File: src/rtl/reorder_buffer.sv
// Circular reorder buffer: in-order allocation at the tail, out-of-order
// completion by tag, in-order retirement from the head, plus one operand
// lookup port with same-cycle writeback forwarding.
module reorder_buffer #(
    parameter int DATA_WIDTH     = 32,
    parameter int REG_ADDR_WIDTH = 5,
    parameter int ROB_DEPTH      = 8,
    parameter int TAG_WIDTH      = 3
) (
    input  logic                      clk,
    input  logic                      rst_n,
    input  logic                      alloc_valid_i,
    input  logic [REG_ADDR_WIDTH-1:0] alloc_rd_i,
    input  logic                      alloc_wen_i,
    output logic                      alloc_ready_o,
    output logic [TAG_WIDTH-1:0]      alloc_tag_o,
    input  logic                      wb_valid_i,
    input  logic [TAG_WIDTH-1:0]      wb_tag_i,
    input  logic [DATA_WIDTH-1:0]     wb_data_i,
    output logic                      head_valid_o,
    output logic [TAG_WIDTH-1:0]      head_tag_o,
    output logic [REG_ADDR_WIDTH-1:0] head_rd_o,
    output logic                      head_wen_o,
    output logic [DATA_WIDTH-1:0]     head_data_o,
    input  logic                      commit_i,
    input  logic                      flush_i,
    input  logic [TAG_WIDTH-1:0]      rd_tag_i,
    output logic                      rd_ready_o,
    output logic [DATA_WIDTH-1:0]     rd_data_o,
    output logic [TAG_WIDTH:0]        count_o
);

    localparam int PTR_W = TAG_WIDTH + 1;
    localparam logic [PTR_W-1:0] PTR_ONE = {{TAG_WIDTH{1'b0}}, 1'b1};

    // Pointers carry an extra wrap bit so full and empty can be told apart.
    logic [PTR_W-1:0]          r_head;
    logic [PTR_W-1:0]          r_tail;
    logic [ROB_DEPTH-1:0]      r_valid;
    logic [ROB_DEPTH-1:0]      r_done;
    logic [ROB_DEPTH-1:0]      r_wen;
    logic [REG_ADDR_WIDTH-1:0] r_rd   [ROB_DEPTH];
    logic [DATA_WIDTH-1:0]     r_data [ROB_DEPTH];

    logic [TAG_WIDTH-1:0] w_headIdx;
    logic [TAG_WIDTH-1:0] w_tailIdx;
    logic                 w_full;
    logic                 w_allocFire;
    logic                 w_wbFire;
    logic                 w_commitFire;

    assign w_headIdx    = r_head[TAG_WIDTH-1:0];
    assign w_tailIdx    = r_tail[TAG_WIDTH-1:0];
    assign w_full       = (w_headIdx == w_tailIdx) && (r_head[TAG_WIDTH] != r_tail[TAG_WIDTH]);
    assign w_allocFire  = alloc_valid_i && !w_full;
    assign w_wbFire     = wb_valid_i && r_valid[wb_tag_i];
    assign w_commitFire = commit_i && head_valid_o;

    assign alloc_ready_o = !w_full;
    assign alloc_tag_o   = w_tailIdx;
    assign count_o       = r_tail - r_head;

    assign head_valid_o = r_valid[w_headIdx] && r_done[w_headIdx];
    assign head_tag_o   = w_headIdx;
    assign head_rd_o    = r_rd[w_headIdx];
    assign head_wen_o   = r_wen[w_headIdx];
    assign head_data_o  = r_data[w_headIdx];

    // Entry and pointer updates; flush overrides every other same-cycle event.
    // Alloc only touches an invalid slot and writeback only a valid one, so
    // they never collide; commit is applied last so a retiring slot ends clean.
    always_ff @(posedge clk or negedge rst_n) begin
        if (!rst_n) begin
            r_head  <= '0;
            r_tail  <= '0;
            r_valid <= '0;
            r_done  <= '0;
            r_wen   <= '0;
            for (int i = 0; i < ROB_DEPTH; i++) begin
                r_rd[i]   <= '0;
                r_data[i] <= '0;
            end
        end else if (flush_i) begin
            r_head  <= '0;
            r_tail  <= '0;
            r_valid <= '0;
            r_done  <= '0;
        end else begin
            if (w_wbFire) begin
                r_done[wb_tag_i] <= 1'b1;
                r_data[wb_tag_i] <= wb_data_i;
            end
            if (w_allocFire) begin
                r_valid[w_tailIdx] <= 1'b1;
                r_done[w_tailIdx]  <= 1'b0;
                r_rd[w_tailIdx]    <= alloc_rd_i;
                r_wen[w_tailIdx]   <= alloc_wen_i;
                r_tail             <= r_tail + PTR_ONE;
            end
            if (w_commitFire) begin
                r_valid[w_headIdx] <= 1'b0;
                r_done[w_headIdx]  <= 1'b0;
                r_head             <= r_head + PTR_ONE;
            end
        end
    end

    // Operand lookup, forwarding a same-cycle writeback to the looked-up entry.
    always_comb begin
        rd_ready_o = 1'b0;
        rd_data_o  = '0;
        if (wb_valid_i && (wb_tag_i == rd_tag_i) && r_valid[rd_tag_i]) begin
            rd_ready_o = 1'b1;
            rd_data_o  = wb_data_i;
        end else if (r_valid[rd_tag_i] && r_done[rd_tag_i]) begin
            rd_ready_o = 1'b1;
            rd_data_o  = r_data[rd_tag_i];
        end
    end

endmodule

File: config.mk
export PLATFORM = sky130hd
export DESIGN_NAME = reorder_buffer
export DESIGN_NICKNAME = d
export VERILOG_FILES = /design/src/rtl/reorder_buffer.sv
export SDC_FILE = /design/constraint.sdc
export NUM_CORES = 1
export LEC_CHECK = 0
export BUFFER_PORTS_ARGS = -buffer_cell sky130_fd_sc_hd__buf_2
export CAP_MARGIN = 20
export CORE_MARGIN = 4
export CORE_UTILIZATION = 59
export CTS_CLUSTER_DIAMETER = 150
export DETAILED_ROUTE_END_ITERATION = 8
export HOLD_SLACK_MARGIN = 0.15
export PLACE_DENSITY = 0.81
export SYNTH_ARGS = -nofsm -noshare
export SYNTH_HDL_FRONTEND = slang
export SYNTH_SLANG_ARGS = --single-unit
File: constraint.sdc
create_clock -name clk -period 6.73 [get_ports clk]
set_input_delay 0.673 -clock clk [delete_from_list [all_inputs] [get_ports clk]]
set_output_delay 0.673 -clock clk [all_outputs]
set_load 0.01 [all_outputs]
==> flow_summary.json <==
{
  "status": "complete, no violations",
  "dieArea_um2": 33350,
  "fillCellCount": 2113,
  "clock_sinks": 328,
  "p_sw_w": 0.001156,
  "grt_pass1_vias": 13590,
  "grt_pass1_wl_um": 77060,
  "synth_edf_count": 0,
  "drcViolationCount": 0,
  "skew_ns": 0.006605,
  "worstSkewPairLatency_ns": 0.51,
  "n_antenna_cell": 0,
  "synth-seq-area-share": 0.4563,
  "cp_slowest_cell": "nor2b_2",
  "path_cells": "buf_4 > nor2b_2 > buf_4 > a21oi_1 > o221ai_1 > buf_2",
  "final_hold_viol_count": 0,
  "cp_top_family": "buffers and inverters",
  "cts_resized": 0,
  "maxSlewViolCount": 0,
  "ctsHtreeMaxLevel": 2,
  "post-synth-top-count-cell": "mux2_2",
  "worstMarginPinSlew_ns": 1.124,
  "critPathMostFrequentCell": "buf_4",
  "p_int_w": 0.003526,
  "swShare": 0.2469,
  "yosysUniqueCellTypes": 58,
  "cp-start-kind": "flip-flop",
  "power.density_nw_per_um2": 233.8,
  "clockBufferDepth": 3,
  "syn_inst": 1410,
  "overflow": 0,
  "max-vdd-ir-drop_mv": 0.1900,
  "clk_pin_slew_ns": 0.06,
  "nets": 1540,
  "rows": 63,
  "top_usage_layer": "met2",
  "io_buffers": 132,
  "cts-buffers-inserted": 36,
  "p_seq_frac": 0.462,
  "cp_data_arrival_time_ns": 3.57,
  "crit_fanout": 59,
  "cp.required_ns": 6.06,
  "place_hpwl_um": 28200,
  "leakage_nw": 9.328,
  "syn_area_um2": 17990,
  "detail_route.iter0.violations": 1137,
  "yosys.area.top_type": "dfrtp_1",
  "cp_num_buf_inv": 3,
  "yosys_warnings": 0,
  "area_growth_syn_to_layout_pct": 11.32,
  "postCtsSetupBuffers": 0,
  "postRouteAntennaNets": 0,
  "power.share.clock": 0.418,
  "wl_um": 48860,
  "grt_max_degree": 161,
  "grt_use_total": 0.2926,
  "die_h_um": 182.6,
  "drtPass1Iterations": 5,
  "period_share": 0.6305,
  "core_um2": 29870,
  "clock-root-buffer": "clkbuf_16",
  "drive_above_1_share": 0.4548,
  "synth_top_area_share": 0.4563,
  "max_cap_viol_count": 0,
  "vias": 12770,
  "postSynthRegisterBits": 328,
  "end_kind": "primary output",
  "dieWidth_um": 182.6,
  "use_met2": 0.4832,
  "cts_tree": "done",
  "antenna_found_initial": 2,
  "gp_congestion": 0.8156,
  "post-route-min-period_ns": 4.244,
  "placed_cells": 1835,
  "synth_flop_cell": "dfrtp_1",
  "via_per_inst": 6.734,
  "hp-class": "in -> async",
  "synth_commonest_cells": "mux2_2, dfrtp_1, nor2_1",
  "synthArstFlopShare": 1.000,
  "fmax_ghz": 0.2357,
  "rsz0062_at_grt": "no",
  "start_util": 0.6021,
  "synth_nets": 1466,
  "syn_avg_cell_area_um2": 12.76,
  "ios": 133,
  "combPwrFrac": 0.120,
  "met3_usage": 0.05760,
  "final_cell_count_no_fill": 1896,
  "worstSetupPathType": "reg -> out",
  "yosys-top-cells-area": "dfrtp_1, mux2_2, mux4_2, mux2i_1, mux2_4",
  "hold_buffers": 0,
  "cp_slowest_stage_delay_ns": 0.77,
  "slew_headroom": 0.2505,
  "finalSetupViolations": 0,
  "fin_tns_setup_ns": 0,
  "post_drt_wl_per_cell_um": 25.77,
  "use_met1": 0.3876
}
==> registers in the layout (all words and copies together) (netlist names) <==
register / cells
r_data: 256
r_done: 8
r_head: 4
r_rd: 40
r_tail: 4
r_valid: 8
r_wen: 8
==> worst register-to-register path: cells and delay by family, from the launching register on <==
kind / cells / cell delay [ns]
muxes: 1 / 0.39
AOI/OAI and AO/OA: 1 / 0.14
and+or+nand+nor: 3 / 0.80
buffers and inverters: 2 / 0.73
adders and majority gates: 1 / 0.42
DFF: 1 / 0.63
==> kinds of logic (layout without fill, tap and decap cells) <==
group	Yosys count	count (layout)	share of synthesized area
mux	524	524	0.3730
buf+inv	128	224	0.03325
xor+xnor	10	10	0.004869
flops	328	328	0.4563
simple gates	227	227	0.05731
fa+ha+maj	6	6	0.004591
compound gates	187	187	0.07074
==> metrics by stage <==
| step | util | area [um^2] | total power, W | worst slack, ns | hold WS (ns) |
|---|---|---|---|---|---|
| after global placement | 0.6302 | 18830 | 0.002724 | 2.695 | 0.4812 |
| after CTS | 0.6693 | 20000 | 0.004705 | 2.532 | 0.1924 |
| after global routing | 0.6703 | 20020 | 0.004860 | 2.371 | 0.2211 |
| final | 0.6703 | 20020 | 0.004681 | 2.486 | 0.1731 |
| after detailed placement | 0.6302 | 18830 | 0.002749 | 2.596 | 0.4922 |
| after floorplan | - | 17990 | 0.002530 | 3.940 | 0.3774 |
==> cell type report <==
cell class                      instances  area, um^2  share of cell area
Multi-Input combinational cell        954        9231              0.4610
Sequential cell                       328        8217              0.4103
Clock buffer                           54        1110             0.05542
Timing Repair Buffer                  156       888.4             0.04436
Tap cell                              390       488.0             0.02437
Clock inverter                          6       60.06            0.002999
Inverter                                8       30.03            0.001500
==> power by group through the flow <==
stage	sequential, W	clock, W	combinational [W]
detailed placement	0.00219	0	0.000556
floorplan	0.00217	0	0.000365
finish	0.00216	0.00196	0.000560
global placement	0.00219	0	0.000539
CTS	0.00216	0.00198	0.000562
global route	0.00218	0.00207	0.000614
==> layout by cell type (no fill, tap or decap), types with 30 or more instances in the layout <==
master and n:
buf_2 129, a21oi_1 67, mux4_2 68, clkbuf_16 37
nor2_1 111, nand2_1 60, mux2_2 351, dfrtp_1 325
mux2i_1 65, a22oi_1 47, o221ai_1 37, mux2_4 30
==> routing by layer <==
metal	up-vias	share of wire
met1	6637	0.40
met3	121	0.078
met4	4	0.035
met5	-	0.00041
li1	5406	-
met2	599	0.49
==> worst paths after layout <==
check | slack [ns] | cells after the start | startpoint | to
max reg2reg | 3.51 | 8 | r_head[2] | r_rd[7]
min in group clk | 0.50 | 1 | r_rd[30] | r_rd[30]
max | 2.49 | 6 | r_head[0] | head_data_o[7]
max in group asynchronous | 5.23 | 2 | rst_n | r_data[1]
min | 0.17 | 1 | rst_n | r_data[220]
min reg2reg | 0.50 | 1 | r_rd[30] | r_rd[30]
Power figures use the tool's default switching activity.
